### config.mk
export PLATFORM = sky130hd
export DESIGN_NAME = ctrl_seq
export DESIGN_NICKNAME = d
export VERILOG_FILES = /design/src/rtl/ctrl_seq.sv
export SDC_FILE = /design/constraint.sdc
export NUM_CORES = 1
export LEC_CHECK = 0
export CORE_MARGIN = 1
export CORE_UTILIZATION = 40
export CTS_BUF_LIST = sky130_fd_sc_hd__clkbuf_4
export DETAILED_ROUTE_END_ITERATION = 8
export PLACE_DENSITY_LB_ADDON = 0.05
export SKIP_CTS_REPAIR_TIMING = 1
export SLEW_MARGIN = 30
export SYNTH_ARGS = -nofsm -noshare
export SYNTH_HDL_FRONTEND = slang
export SYNTH_SLANG_ARGS = --single-unit
### constraint.sdc
create_clock -name clk -period 2.6 [get_ports clk]
set_clock_uncertainty 0.05 [all_clocks]
set_input_delay 0.52 -clock clk [delete_from_list [all_inputs] [get_ports clk]]
set_output_delay 0.52 -clock clk [all_outputs]
set_load 0.01 [all_outputs]
### src/rtl/ctrl_seq.sv
// ctrl_seq: multi-cycle microcoded control sequencer for the tiny16 ISA.
// Interrupt support is compiled in only when `CTRL_SEQ_IRQ_EN is defined.
module ctrl_seq #(
    parameter int DATA_W  = 16,
    parameter int STEP_W  = 3,
    parameter int OUT_REG = 1
) (
    input  logic              clk,
    input  logic              rst,
    input  logic [DATA_W-1:0] in,
    input  logic [3:0]        flags,
    input  logic              run,
`ifdef CTRL_SEQ_IRQ_EN
    input  logic              irq,
`endif
    output logic [3:0]        alu_opcode,
    output logic [3:0]        reg_src_sel,
    output logic [3:0]        reg_dst_sel,
    output logic [15:0]       ctl_bus,
    output logic [DATA_W-1:0] out,
    output logic [STEP_W-1:0] step,
    output logic              halted
);

    typedef enum logic [2:0] {
        S_FETCH_A, S_FETCH_R, S_DECODE, S_EXEC, S_HALT
`ifdef CTRL_SEQ_IRQ_EN
        , S_IRQ
`endif
    } state_e;

    localparam logic [15:0] E_ALU_OUT  = 16'h0001;
    localparam logic [15:0] E_MEM_ADDR = 16'h0002;
    localparam logic [15:0] E_MEM_IN   = 16'h0004;
    localparam logic [15:0] E_MEM_OUT  = 16'h0008;
    localparam logic [15:0] E_REG_IN   = 16'h0010;
    localparam logic [15:0] E_REG_UP   = 16'h0020;
    localparam logic [15:0] E_REG_LO   = 16'h0040;
    localparam logic [15:0] E_PC_INC   = 16'h0080;
    localparam logic [15:0] E_SP_INC   = 16'h0100;
    localparam logic [15:0] E_SP_DEC   = 16'h0200;
    localparam logic [15:0] E_REG_OUT  = 16'h0400;
    localparam logic [15:0] E_CTL_OUT  = 16'h0800;
    localparam logic [15:0] E_DSP_IN   = 16'h1000;
`ifdef CTRL_SEQ_IRQ_EN
    localparam logic [15:0] E_IRQ_ACK  = 16'h2000;
`endif

    localparam logic [3:0] R_PC  = 4'd1;
    localparam logic [3:0] R_SP  = 4'd2;
    localparam logic [3:0] R_BA  = 4'd3;
    localparam logic [3:0] R_RA  = 4'd4;
    localparam logic [3:0] R_RES = 4'd15;

    localparam logic [3:0] OP_SYS  = 4'd0;
    localparam logic [3:0] OP_OUT  = 4'd1;
    localparam logic [3:0] OP_LLI  = 4'd2;
    localparam logic [3:0] OP_LUI  = 4'd3;
    localparam logic [3:0] OP_LD   = 4'd8;
    localparam logic [3:0] OP_ST   = 4'd9;
    localparam logic [3:0] OP_PUSH = 4'd10;
    localparam logic [3:0] OP_POP  = 4'd11;
    localparam logic [3:0] OP_JALR = 4'd12;
    localparam logic [3:0] OP_BR   = 4'd13;

    localparam logic [STEP_W-1:0] ST0 = STEP_W'(0);
    localparam logic [STEP_W-1:0] ST1 = STEP_W'(1);
    localparam logic [STEP_W-1:0] ST2 = STEP_W'(2);

    state_e            state_q;
    logic [STEP_W-1:0] step_q;
    logic [15:0]       inst_q;
`ifdef CTRL_SEQ_IRQ_EN
    logic              ie_q;
`endif

    logic [3:0] opc, funct, dst, src, alu_fn;
    logic       imm, ind, is_alu, is_hlt, br_take;
    logic [STEP_W-1:0] last_step;
    logic [DATA_W-1:0] imm_val;

    assign opc     = inst_q[15:12];
    assign funct   = inst_q[11:8];
    assign imm     = inst_q[9];
    assign ind     = inst_q[8];
    assign dst     = inst_q[7:4];
    assign src     = inst_q[3:0];
    assign is_alu  = (inst_q[15:14] == 2'b01);
    assign alu_fn  = {inst_q[13:12], inst_q[11:10]};
    assign is_hlt  = (opc == OP_SYS) && (funct == 4'hF);
    // funct[2:1] picks the flag, funct[0] inverts it; funct >= 8 never branches
    assign br_take = !funct[3] && (flags[funct[2:1]] ^ funct[0]);
    assign imm_val = is_alu ? DATA_W'(inst_q[3:0]) : DATA_W'(inst_q[7:0]);

    always_comb begin
        last_step = ST0;
        if (is_alu) begin
            if (imm)      last_step = ST1;
            else if (ind) last_step = ST2;
        end else begin
            case (opc)
                OP_OUT, OP_LD, OP_ST:  last_step = ind ? ST1 : ST0;
                OP_PUSH, OP_POP:       last_step = ST2;
                OP_JALR, OP_BR:        last_step = ST1;
                default:               last_step = ST0;
            endcase
        end
    end

    always_ff @(posedge clk or posedge rst) begin
        if (rst) begin
            state_q <= S_FETCH_A;
            step_q  <= '0;
            inst_q  <= '0;
`ifdef CTRL_SEQ_IRQ_EN
            ie_q    <= 1'b0;
`endif
        end else begin
            case (state_q)
                S_FETCH_A: begin
`ifdef CTRL_SEQ_IRQ_EN
                    if (irq && ie_q) state_q <= S_IRQ;
                    else             state_q <= S_FETCH_R;
`else
                    state_q <= S_FETCH_R;
`endif
                end
                S_FETCH_R: state_q <= S_DECODE;
                S_DECODE: begin
                    inst_q  <= in[15:0];
                    step_q  <= '0;
                    state_q <= S_EXEC;
                end
                S_EXEC: begin
                    if (step_q == last_step) begin
                        step_q  <= '0;
                        state_q <= is_hlt ? S_HALT : S_FETCH_A;
`ifdef CTRL_SEQ_IRQ_EN
                        if (opc == OP_SYS && funct == 4'd3) ie_q <= 1'b1;
                        if (opc == OP_SYS && funct == 4'd4) ie_q <= 1'b0;
`endif
                    end else begin
                        step_q <= step_q + ST1;
                    end
                end
                S_HALT: begin
`ifdef CTRL_SEQ_IRQ_EN
                    if (run || (irq && ie_q)) state_q <= S_FETCH_A;
`else
                    if (run) state_q <= S_FETCH_A;
`endif
                end
`ifdef CTRL_SEQ_IRQ_EN
                S_IRQ: begin
                    if (step_q == ST0) begin
                        step_q <= ST1;
                    end else begin
                        step_q  <= '0;
                        ie_q    <= 1'b0;
                        state_q <= S_FETCH_A;
                    end
                end
`endif
                default: state_q <= S_FETCH_A;
            endcase
        end
    end

    logic [3:0]        alu_d, src_d, dst_d;
    logic [15:0]       ctl_d;
    logic [DATA_W-1:0] out_d;
    logic [STEP_W-1:0] step_d;
    logic              halted_d;

    always_comb begin
        alu_d    = '0;
        src_d    = '0;
        dst_d    = '0;
        ctl_d    = '0;
        out_d    = '0;
        step_d   = '0;
        halted_d = 1'b0;
        case (state_q)
            S_FETCH_A: begin
                src_d = R_PC;
                ctl_d = E_REG_OUT | E_MEM_ADDR;
            end
            S_FETCH_R: ctl_d = E_MEM_OUT | E_PC_INC;
            S_EXEC: begin
                step_d = step_q;
                out_d  = imm_val;
                if (is_alu) begin
                    // immediate and memory operands are staged through RES
                    if (imm && step_q == ST0) begin
                        dst_d = R_RES;
                        ctl_d = E_CTL_OUT | E_REG_IN;
                    end else if (!imm && ind && step_q == ST0) begin
                        src_d = src;
                        ctl_d = E_REG_OUT | E_MEM_ADDR;
                    end else if (!imm && ind && step_q == ST1) begin
                        dst_d = R_RES;
                        ctl_d = E_MEM_OUT | E_REG_IN;
                    end else begin
                        alu_d = alu_fn;
                        src_d = (imm || ind) ? R_RES : src;
                        dst_d = dst;
                        ctl_d = E_ALU_OUT | E_REG_IN;
                    end
                end else begin
                    case (opc)
                        OP_OUT: begin
                            if (ind && step_q == ST1) begin
                                ctl_d = E_MEM_OUT | E_DSP_IN;
                            end else begin
                                src_d = src;
                                ctl_d = E_REG_OUT | (ind ? E_MEM_ADDR : E_DSP_IN);
                            end
                        end
                        OP_LLI: begin
                            dst_d = R_BA;
                            ctl_d = E_CTL_OUT | E_REG_LO;
                        end
                        OP_LUI: begin
                            dst_d = R_BA;
                            ctl_d = E_CTL_OUT | E_REG_UP;
                        end
                        OP_LD: begin
                            if (!ind) begin
                                src_d = src;
                                dst_d = dst;
                                ctl_d = E_REG_OUT | E_REG_IN;
                            end else if (step_q == ST0) begin
                                src_d = src;
                                ctl_d = E_REG_OUT | E_MEM_ADDR;
                            end else begin
                                dst_d = dst;
                                ctl_d = E_MEM_OUT | E_REG_IN;
                            end
                        end
                        OP_ST: begin
                            if (ind && step_q == ST0) begin
                                src_d = dst;
                                ctl_d = E_REG_OUT | E_MEM_ADDR;
                            end else begin
                                src_d = src;
                                ctl_d = E_REG_OUT | E_MEM_IN;
                            end
                        end
                        OP_PUSH: begin
                            if (step_q == ST0) begin
                                ctl_d = E_SP_DEC;
                            end else if (step_q == ST1) begin
                                src_d = R_SP;
                                ctl_d = E_REG_OUT | E_MEM_ADDR;
                            end else begin
                                src_d = src;
                                ctl_d = E_REG_OUT | E_MEM_IN;
                            end
                        end
                        OP_POP: begin
                            if (step_q == ST0) begin
                                src_d = R_SP;
                                ctl_d = E_REG_OUT | E_MEM_ADDR;
                            end else if (step_q == ST1) begin
                                dst_d = dst;
                                ctl_d = E_MEM_OUT | E_REG_IN;
                            end else begin
                                ctl_d = E_SP_INC;
                            end
                        end
                        OP_JALR: begin
                            src_d = (step_q == ST0) ? R_PC : src;
                            dst_d = (step_q == ST0) ? R_RA : R_PC;
                            ctl_d = E_REG_OUT | E_REG_IN;
                        end
                        OP_BR: begin
                            if (step_q == ST1 && br_take) begin
                                src_d = R_BA;
                                dst_d = R_PC;
                                ctl_d = E_REG_OUT | E_REG_IN;
                            end
                        end
                        default: ;
                    endcase
                end
            end
            S_HALT: halted_d = 1'b1;
`ifdef CTRL_SEQ_IRQ_EN
            S_IRQ: begin
                step_d = step_q;
                if (step_q == ST0) begin
                    src_d = R_PC;
                    dst_d = R_RA;
                    ctl_d = E_REG_OUT | E_REG_IN;
                end else begin
                    dst_d = R_PC;
                    out_d = DATA_W'(16'h0008);
                    ctl_d = E_CTL_OUT | E_REG_IN | E_IRQ_ACK;
                end
            end
`endif
            default: ;
        endcase
    end

    generate
        if (OUT_REG != 0) begin : g_oreg
            logic [3:0]        alu_q, src_q, dst_q;
            logic [15:0]       ctl_q;
            logic [DATA_W-1:0] out_q;
            logic [STEP_W-1:0] step_q2;
            logic              halted_q;

            always_ff @(posedge clk or posedge rst) begin
                if (rst) begin
                    alu_q    <= '0;
                    src_q    <= '0;
                    dst_q    <= '0;
                    ctl_q    <= '0;
                    out_q    <= '0;
                    step_q2  <= '0;
                    halted_q <= 1'b0;
                end else begin
                    alu_q    <= alu_d;
                    src_q    <= src_d;
                    dst_q    <= dst_d;
                    ctl_q    <= ctl_d;
                    out_q    <= out_d;
                    step_q2  <= step_d;
                    halted_q <= halted_d;
                end
            end

            assign alu_opcode  = alu_q;
            assign reg_src_sel = src_q;
            assign reg_dst_sel = dst_q;
            assign ctl_bus     = ctl_q;
            assign out         = out_q;
            assign step        = step_q2;
            assign halted      = halted_q;
        end else begin : g_ocomb
            // state sits at FETCH_A during reset, so mask its enables
            assign alu_opcode  = rst ? '0 : alu_d;
            assign reg_src_sel = rst ? '0 : src_d;
            assign reg_dst_sel = rst ? '0 : dst_d;
            assign ctl_bus     = rst ? '0 : ctl_d;
            assign out         = rst ? '0 : out_d;
            assign step        = rst ? '0 : step_d;
            assign halted      = rst ? 1'b0 : halted_d;
        end
    endgenerate

endmodule

==> results.py <==
metrics = {
    "run_status": {
        "outcome": "finished clean",
    },
    "synth": {
        "synth_edf_count": 0,
        "syn_area_mm2": 0.00300,
        "yosys.cell_types.count": 57,
        "synth_area_per_cell_um2": 9.95,
        "ys_async_sr_fraction_pct": 100,
        "yosys_warnings": 0,
        "synthCells": 302,
        "ys_ff_latch": 59,
        "synth_flop_cell": "dfrtp_1",
        "yosysSeqAreaShare_pct": 49.1,
    },
    "final_layout": {
        "n_antenna_cell": 0,
        "area_delta_synth_final_pct": 27.7,
        "fillerInstances": 729,
        "drive_gt1_share_pct": 13.6,
        "final_cell_area_mm2": 0.00384,
        "final_nets": 389,
    },
    "timing": {
        "tightestPinTransition_ns": 0.769,
        "finalSetupViolations": 0,
        "relSlewSlack_pct": 48.4,
        "setup_slack_ns": 0.272,
        "fin_crit_sh_pct": 89.5,
        "timing.fmax_mhz": 430,
        "tns_ns": 0,
        "rsz0062_at_grt": "false",
        "layout_min_cycle_time_ns": 2.33,
        "finalHoldViolCount": 0,
        "drv_slew": 0,
    },
    "clock_tree": {
        "cts_tree": "done",
        "cts-root-buf": "clkbuf_4",
        "insertion_delay_ns": 0.42,
        "numCtsBuffers": 9,
        "cts.htree.levels": 3,
        "numClockSinks": 59,
        "cts_buffer_depth": 2,
        "path_clk_slew_ns": 0.10,
    },
    "place": {
        "hpwlAfterDp_mm": 5.39,
        "placed_area_mm2": 0.00368,
        "portBuffers": 59,
        "gp_routability_congestion": 0.843,
        "dp_slack_ns": 0.292,
    },
    "route": {
        "drtIter0Drc": 202,
        "wl_per_cell_um": 16.4,
        "drc_errors": 0,
        "drtPass1Iterations": 4,
        "vias": 2460,
        "ant_nets": 0,
        "vias_per_cell": 5.27,
        "wirelength_mm": 7.66,
    },
    "floorplanning": {
        "die_y_um": 88.7,
        "die_w_um": 88.7,
        "ios": 71,
        "die-area_mm2": 0.00786,
        "start_util_pct": 41.4,
        "rows": 31,
        "core_area_mm2": 0.00725,
    },
    "global_routing": {
        "grt_pass1_vias": 2464,
        "grt_overflow": 0,
        "grt_max_degree": 60,
        "grt_usage_pct": 22.1,
        "antenna_found_initial": 0,
        "grt_pass1_wl_mm": 12.7,
    },
    "power": {
        "vdd_drop_max_mv": 0.539,
        "p_leak_nw": 1.65,
        "power_w": 0.00475,
        "p_per_area_mw_per_mm2": 1240,
    },
    "setup_path": {
        "critPathLaunch": "step_q[0]",
        "start_kind": "flip-flop",
        "worstPathArrival_ns": 2.58,
        "regToRegStartpoint": "step_q[0]",
        "reg2reg_slack_ns": 0.27,
        "cp_max_fo": 9,
        "crit_type": "flip-flop to flip-flop",
        "critPathRequiredTime_ns": 2.85,
        "end_kind": "flip-flop",
    },
    "hold_path": {
        "hold_class": "input port to asynchronous set/reset pin",
    },
    "flow_run": {
        "drv_cap": 0,
    },
}
[metal layers]
layer	GRT usage (%)	vias to the layer above	wire length [um]	share of wire (%)
met5	0	-	0	0
met4	10.4	0	186	2.4
met3	5.41	14	393	5.1
met2	33.4	79	3480	45
met1	29.8	1200	3600	47
li1	-	1167	-	-
[state kept, by name (all words and copies together) (netlist names)]
signal,flops
step,3
step_q,3
alu_opcode,4
reg_dst_sel,4
reg_src_sel,4
halted,1
state_q,3
out,8
ctl_bus,13
inst_q,16
[critical path, cell delays in order, from the launching register on]
cell and delay, ns:
dfrtp_1 0.43, inv_1 0.13, ha_1 0.30, nor2b_1 0.16, buf_4 0.18, a21oi_1 0.25
o21ai_1 0.21, o2111ai_1 0.40, nor3_1 0.11
[metrics by stage]
stage / std cells / hold slack [ns] / utilization (%)
after floorplan: 312 / 0.422 / -
after global placement: 451 / 0.445 / 50.8
after detailed placement: 451 / 0.447 / 50.8
after CTS: 467 / 0.414 / 52.9
after global routing: 467 / 0.421 / 52.9
final: 467 / 0.416 / 52.9
[cell usage after synthesis (all sizes together), types with 8 or more instances]
cell type  count  share of area, %
a21oi         16               2.7
and2          11               2.3
buf           18               4.2
clkbuf        12               1.5
dfrtp         59                49
inv            9               1.1
mux2          14               5.2
nand2         19               2.4
nand2b        10               2.1
nor2          29               3.7
nor3           8               1.3
o21ai         18               3.0
[logic make-up after synthesis]
kind of cell	after synthesis	share of synthesized area, %
AOI/OAI and AO/OA	67	15.2
xor gates and xnor gates	5	1.46
adders and majority gates	3	1.25
buffers and inverters	39	6.79
DFF	59	49.1
muxes	16	6.33
other	1	0.125
and+or+nand+nor	112	19.7
[worst paths after layout]
kind / to / depth (start not counted)
min reg2reg: out[3] / 1
max: reg_dst_sel[0] / 8
min: step[1] / 3
min in group clk: out[3] / 1
max reg2reg: reg_dst_sel[0] / 8
max in group asynchronous: inst_q[15] / 3
[layout by cell type (no fill, tap or decap), types with 11 or more instances in the layout]
master,count
nand2_1,19
a21oi_1,16
o21ai_0,17
and2_1,11
dfrtp_1,59
nor2_1,28
mux2_2,13
conb_1,11
clkdlybuf4s50_1,59
[where the power goes]
part	total, W	switching [W]	leakage, nW	internal [W]
sequential	0.00157	0.000333	0.767	0.00124
clock	0.000740	0.000346	0.0899	0.000394
combinational	0.00244	0.00131	0.798	0.00113
[layout make-up]
| cell class | count | area [um2] | share of cell area [%] |
|---|---|---|---|
| clock buffers | 10 | 75.1 | 1.96 |
| clock inverters | 6 | 80.1 | 2.09 |
| inverters | 9 | 33.8 | 0.881 |
| multi-input cells | 214 | 1360 | 35.5 |
| flip-flops and latches | 59 | 1480 | 38.5 |
| well taps | 99 | 124 | 3.23 |
| repair buffers | 70 | 686 | 17.9 |
Power figures use the tool's default switching activity.
